$ cat src/rtl/ncsi_fc_req_sched.sv
// ncsi_fc_req_sched: round-robin scheduler for the NCSI filter-configuration mailbox.
// Scans MAX_FC_REQ pending slots, runs one 32-bit AVMM read or write per grant and
// reports a per-slot completion pulse with result data, status code and slot index.
// Optional build macro NCSI_FC_TIMEOUT_EN adds a per-command timeout (TIMEOUT_CYC, >= 2).
module ncsi_fc_req_sched #(
    parameter int unsigned MAX_FC_REQ  = 16,
    parameter int unsigned HSSI_ADDR_W = 16,
    parameter int unsigned TIMEOUT_CYC = 1024
) (
    input  logic                      clk_i,
    input  logic                      reset_i,
    input  logic [64*MAX_FC_REQ-1:0]  fc_ctrl_i,
    input  logic [MAX_FC_REQ-1:0]     fc_pend_i,
    output logic [MAX_FC_REQ-1:0]     fc_done_pls_o,
    output logic [31:0]               fc_rsp_data_o,
    output logic [1:0]                fc_rsp_code_o,
    output logic [6:0]                fc_rsp_slot_o,
    output logic                      fc_busy_o,
    output logic [HSSI_ADDR_W-1:0]    hssi_avmm_m_addr_o,
    output logic                      hssi_avmm_m_write_o,
    output logic                      hssi_avmm_m_read_o,
    output logic [31:0]               hssi_avmm_m_wrdata_o,
    input  logic [31:0]               hssi_avmm_m_rddata_i,
    input  logic                      hssi_avmm_m_rddvld_i,
    input  logic                      hssi_avmm_m_waitreq_i
);

    typedef enum logic [1:0] {
        StIdle,
        StIssue,
        StWaitRd,
        StDone
    } state_e;

    state_e                 state_q, state_d;
    logic [6:0]             ptr_q, ptr_d;
    logic [6:0]             slot_q, slot_d;
    logic                   op_q, op_d;
    logic [HSSI_ADDR_W-1:0] addr_q, addr_d;
    logic [31:0]            wrdata_q, wrdata_d;
    logic [31:0]            rsp_data_q, rsp_data_d;
    logic [1:0]             rsp_code_q, rsp_code_d;
    logic [6:0]             rsp_slot_q, rsp_slot_d;

    logic                   gnt_vld;
    logic [6:0]             gnt_idx;
    logic [6:0]             hi_idx, lo_idx;
    logic                   hi_vld;
    logic [63:0]            gnt_ctrl;
    logic                   tmo_expire;
    logic                   unused_ctrl;

    // Round-robin pick: lowest pending index at or above the pointer, else lowest overall
    always_comb begin
        hi_vld  = 1'b0;
        hi_idx  = '0;
        gnt_vld = 1'b0;
        lo_idx  = '0;
        for (int i = int'(MAX_FC_REQ) - 1; i >= 0; i--) begin
            if (fc_pend_i[i]) begin
                gnt_vld = 1'b1;
                lo_idx  = 7'(i);
                if (7'(i) >= ptr_q) begin
                    hi_vld = 1'b1;
                    hi_idx = 7'(i);
                end
            end
        end
        gnt_idx = hi_vld ? hi_idx : lo_idx;
    end

    // Control word of the granted slot
    always_comb begin
        gnt_ctrl = '0;
        for (int i = 0; i < int'(MAX_FC_REQ); i++) begin
            if (gnt_idx == 7'(i)) begin
                gnt_ctrl = fc_ctrl_i[64*i +: 64];
            end
        end
    end

    // Only op, address and write data of the control word are consumed
    assign unused_ctrl = ^gnt_ctrl;

`ifdef NCSI_FC_TIMEOUT_EN
    localparam int unsigned CntW = (TIMEOUT_CYC > 2) ? $clog2(TIMEOUT_CYC) : 1;

    logic [CntW-1:0] tmo_cnt_q, tmo_cnt_d;

    // Timeout counter: held at zero while idle, counts while a command is outstanding
    always_comb begin
        tmo_cnt_d = tmo_cnt_q;
        if (state_q == StIdle) begin
            tmo_cnt_d = '0;
        end else if (state_q == StIssue || state_q == StWaitRd) begin
            tmo_cnt_d = tmo_cnt_q + 1'b1;
        end
    end

    // Timeout counter register
    always_ff @(posedge clk_i) begin
        if (reset_i) begin
            tmo_cnt_q <= '0;
        end else begin
            tmo_cnt_q <= tmo_cnt_d;
        end
    end

    // Expire in the cycle whose increment would land on TIMEOUT_CYC-1, so DONE follows
    // exactly TIMEOUT_CYC cycles after the grant cycle.
    assign tmo_expire = (state_q == StIssue || state_q == StWaitRd) &&
                        (tmo_cnt_q == CntW'(TIMEOUT_CYC - 2));
`else
    assign tmo_expire = 1'b0;
`endif

    // FSM next-state, command latch and result update
    always_comb begin
        state_d    = state_q;
        ptr_d      = ptr_q;
        slot_d     = slot_q;
        op_d       = op_q;
        addr_d     = addr_q;
        wrdata_d   = wrdata_q;
        rsp_data_d = rsp_data_q;
        rsp_code_d = rsp_code_q;
        rsp_slot_d = rsp_slot_q;

        unique case (state_q)
            StIdle: begin
                if (gnt_vld) begin
                    slot_d   = gnt_idx;
                    op_d     = gnt_ctrl[48];
                    addr_d   = gnt_ctrl[32 +: HSSI_ADDR_W];
                    wrdata_d = gnt_ctrl[31:0];
                    state_d  = StIssue;
                end
            end
            StIssue: begin
                if (tmo_expire) begin
                    rsp_data_d = '0;
                    rsp_code_d = 2'b01;
                    rsp_slot_d = slot_q;
                    state_d    = StDone;
                end else if (!hssi_avmm_m_waitreq_i) begin
                    if (op_q) begin
                        rsp_data_d = '0;
                        rsp_code_d = 2'b00;
                        rsp_slot_d = slot_q;
                        state_d    = StDone;
                    end else begin
                        state_d = StWaitRd;
                    end
                end
            end
            StWaitRd: begin
                // A response arriving in the expiry cycle still counts as success
                if (hssi_avmm_m_rddvld_i) begin
                    rsp_data_d = hssi_avmm_m_rddata_i;
                    rsp_code_d = 2'b00;
                    rsp_slot_d = slot_q;
                    state_d    = StDone;
                end else if (tmo_expire) begin
                    rsp_data_d = '0;
                    rsp_code_d = 2'b01;
                    rsp_slot_d = slot_q;
                    state_d    = StDone;
                end
            end
            StDone: begin
                ptr_d   = (slot_q == 7'(MAX_FC_REQ - 1)) ? 7'd0 : slot_q + 7'd1;
                state_d = StIdle;
            end
            default: state_d = StIdle;
        endcase
    end

    // State and datapath registers
    always_ff @(posedge clk_i) begin
        if (reset_i) begin
            state_q    <= StIdle;
            ptr_q      <= '0;
            slot_q     <= '0;
            op_q       <= 1'b0;
            addr_q     <= '0;
            wrdata_q   <= '0;
            rsp_data_q <= '0;
            rsp_code_q <= '0;
            rsp_slot_q <= '0;
        end else begin
            state_q    <= state_d;
            ptr_q      <= ptr_d;
            slot_q     <= slot_d;
            op_q       <= op_d;
            addr_q     <= addr_d;
            wrdata_q   <= wrdata_d;
            rsp_data_q <= rsp_data_d;
            rsp_code_q <= rsp_code_d;
            rsp_slot_q <= rsp_slot_d;
        end
    end

    // Outputs: strobes and completion pulse are gated by reset so an aborted command
    // drops immediately and never reports completion.
    always_comb begin
        fc_busy_o            = (state_q != StIdle);
        hssi_avmm_m_write_o  = (state_q == StIssue) && op_q && !reset_i;
        hssi_avmm_m_read_o   = (state_q == StIssue) && !op_q && !reset_i;
        hssi_avmm_m_addr_o   = (state_q == StIssue) ? addr_q : '0;
        hssi_avmm_m_wrdata_o = (state_q == StIssue) ? wrdata_q : '0;
        fc_rsp_data_o        = rsp_data_q;
        fc_rsp_code_o        = rsp_code_q;
        fc_rsp_slot_o        = rsp_slot_q;
        fc_done_pls_o        = '0;
        for (int i = 0; i < int'(MAX_FC_REQ); i++) begin
            fc_done_pls_o[i] = (state_q == StDone) && !reset_i && (slot_q == 7'(i));
        end
    end

endmodule

$ cat config.mk
export PLATFORM = sky130hd
export DESIGN_NAME = ncsi_fc_req_sched
export DESIGN_NICKNAME = d
export VERILOG_FILES = /design/src/rtl/ncsi_fc_req_sched.sv
export SDC_FILE = /design/constraint.sdc
export NUM_CORES = 1
export LEC_CHECK = 0
export ABC_CLOCK_PERIOD_IN_PS = 4300
export CAP_MARGIN = 20
export CORE_AREA = 4 4 454 456
export DETAILED_ROUTE_END_ITERATION = 12
export DIE_AREA = 0 0 458 460
export GPL_TIMING_DRIVEN = 0
export PLACE_DENSITY_LB_ADDON = 0.3
export SLEW_MARGIN = 15
export SYNTH_ARGS = -nofsm -noshare
export SYNTH_HDL_FRONTEND = slang
export SYNTH_SLANG_ARGS = --single-unit
$ cat constraint.sdc
create_clock -name clk_i -period 4.3 [get_ports clk_i]
set_input_delay 0.86 -clock clk_i [delete_from_list [all_inputs] [get_ports clk_i]]
set_output_delay 0.86 -clock clk_i [all_outputs]
set_load 0.01 [all_outputs]
==> out/results.ini <==
[outcome]
outcome = finished, violations left
violations = setup timing

[detailed_routing]
wl_per_cell_um = 38.0
vias = 20400
firstDrtPassIters = 8
drt-initial-drc-count = 1645
met1_length_um = 81500
drc = 0
wl_met3_um = 16600
ant_nets = 0
vias_per_cell = 3.76
top_layer = met5
wirelength_um = 206000
wl_met2_um = 99500

[logic_synthesis]
avgSynthCellArea_um2 = 6.95
syn_area_mm2 = 0.0119
yosysMostFrequentCell = nand2_1
ys_seq_elements = 95
netlist_instances = 1717
synth-edff-count = 0
async_flop_share_pct = 0
yosysWarnings = 0
yosys-top-cells-area = dfxtp_1, mux2i_1, a21oi_1
yosys.area.top_type = dfxtp_1
ys.flop_type = dfxtp_1
synth_common_cells = nand2_1, a21oi_1, nor2_1
netlist.area_leader.share_pct = 15.9
synth_cell_types = 95
ys_seq_area_share_pct = 15.9

[global_routing]
grt_pass1_vias = 20700
grt-ovfl-total = 0
antenna_found_initial = 154
grt_start_max_net_pins = 21
track_usage_pct = 18.7
grt_pass1_wl_um = 249000

[critical_path]
reg2reg_slack_ps = 160
arrival_ps = 4760
critPathBufInv = 5
max_stage_delay_ps = 940
cpMostUsedCell = buf_12
required_ps = 4620
cp_max_fo = 10
ff2ff_path_depth = 14
cpMaxStageDelayCell = o211ai_1
cpLargestDelayFamily = compound AO/OA/AOI/OAI gates
crit_chain = dlygate4sd2_1 > nor2b_1 > o21ai_4 > and2_1 > buf_2 > nand2_1 > o311ai_4 > buf_12 > buf_8 > buf_12 > nand2_2 > o211ai_1 > a41o_1 > nor3_1
regToRegStartpoint = ptr_q[2]
startpoint_type = input port
path_class = input port to register
r2r-end = wrdata_q[17]
endpoint_kind = register

[cts]
h-tree-depth = 3
clock_sinks = 95
numCtsBuffers = 9
insertion_delay_ps = 450
clockBufferDepth = 2
cts_tree = yes
cts_hold_buf = 0
clockRootBuffer = clkbuf_16
clkTransAtPathRegs_ps = 90

[floorplan]
die_area_mm2 = 0.211
rows = 165
die_w_um = 458
start_util_pct = 5.92
die_y_um = 460
core_area_mm2 = 0.202
boundaryPins = 1184

[timing]
fin_crit_ps = 4440
fin_ws_ps = -141
relSlewSlack_pct = 24.2
worst_pin_slew_ps = 1140
fmax_ghz = 0.225
hold_violations = 0
tns_ps = -330
setup_viol = 8
skew_ps = 27.7
drv_slew = 0
fin_crit_sh_pct = 103

[layout]
design_area_mm2 = 0.0266
final_util_pct = 13.2
fin_nets = 3800
drive_above_1_share_pct = 12.5
fill_cells = 23300
syn_to_final_growth_pct = 123
register_area_mm2 = 0.00190
multi_input_area_mm2 = 0.00982

[pwr]
peakVddDrop_v = 0.000301
power.leakage_nw = 8.50
power-per-cell-area_mw_per_mm2 = 474

[min_path]
whs_endpoint = fc_rsp_data_o[26]
hold_path_depth = 2
hp-start = fc_rsp_data_o[26]
hold_class = register to register

[placement]
gp_congestion = 0.819
port_buffers = 937
placed_area_mm2 = 0.0249
dpl.hpwl_um = 179000

[job]
maxCapViolCount = 0

-- tightest hold or removal path: stages, from the launching register on --
cell and delay, ps:
dfxtp_1 310, nand2_1 50, a21oi_1 50
-- area by class of cell --
cell class,instances,area share (%)
multi-input combinational,1436,36.9
timing repair buffer,983,36.8
tap,2672,12.6
sequential,95,7.15
buffer,176,4.81
clock buffer,9,0.847
antenna,42,0.395
clock inverter,7,0.315
inverter,14,0.198
-- logic make-up (layout without fill, tap and decap cells) --
family / count (synthesis) / count (layout) / share of synthesized area (%)
and+or+nand+nor: 575 / 575 / 22.5
buffers and inverters: 190 / 1189 / 8.35
other: 1 / 47 / 0.0314
muxes: 122 / 122 / 10.4
adders and majority gates: 10 / 10 / 1.03
DFF: 95 / 95 / 15.9
xor gates and xnor gates: 1 / 1 / 0.0734
AOI/OAI and AO/OA: 723 / 723 / 41.6
-- cells in the final DEF, fill, tap and decap left out, types with 11 or more instances in the layout --
cell             Yosys  final
nand3_1             64     63
clkbuf_2             0     24
diode_2              0     42
o21ai_1             23     23
clkbuf_1            78     40
inv_1               14     14
mux2i_1            105     99
dfxtp_1             95     95
o2111ai_1           15     12
a22oi_1             40     37
a31oi_1             15     12
and2_1              67     67
a221oi_1            49     47
buf_2               50     24
clkdlybuf4s50_1      0    922
and3_1              11     11
o221ai_1            30     30
nor2_1             112    104
a222oi_1            15     15
o21ai_0             99     92
o211ai_1            20     20
nand2_1            249    243
a21oi_1            205    198
o22ai_1             43     39
a211oi_1            39     38
buf_6               14     30
nor3_1              24     21
buf_4               31     71
clkbuf_4             0     14
a221o_1             15     15
mux2_2              15     15
a32oi_1             22     12
-- metal layers --
layer | vias to the layer above | GRT usage [%]
met5 | - | 0
met4 | 66 | 6.48
met3 | 315 | 5.69
met2 | 1355 | 32.6
met1 | 10000 | 21.7
li1 | 8659 | -
-- worst max path at each step --
stage	from	endpoint	depth (start not counted)
after floorplan	fc_pend_i[12]	wrdata_q[23]	12
after global placement	fc_pend_i[7]	wrdata_q[25]	11
after detailed placement	fc_pend_i[7]	wrdata_q[25]	11
after CTS	fc_pend_i[12]	addr_q[7]	14
after global routing	fc_pend_i[15]	wrdata_q[20]	14
final	fc_pend_i[0]	wrdata_q[17]	14
-- repair_timing --
action                                  CTS  global route
setup buffers                            31             5
resized for setup                       230            37
endpoints found under the setup margin   64            42
pin swaps                                31            12
-- per-stage QoR --
stage	cells	power, mW	setup WS [ps]	hold WS, ps
floorplan	1721	4.88	936	434
global placement	5330	11.0	-3380	441
detailed placement	5340	11.1	-2480	444
CTS	5387	12.8	-50.0	455
global route	5405	13.1	-15.1	469
finish	5434	12.6	-141	452
-- sequential cells by signal (all words and copies together) (netlist names) --
signal	cells
slot_q	4
ptr_q	4
op_q	1
fc_rsp_slot_o	4
state_q	2
wrdata_q	32
addr_q	16
fc_rsp_data_o	32
-- power breakdown --
part           internal, mW  switching, mW  total (mW)
Clock                 0.416          0.557       0.973
Combinational          3.27           7.03        10.3
Sequential             1.11          0.223        1.33
Total                  4.79           7.81        12.6
Power figures use the tool's default switching activity.
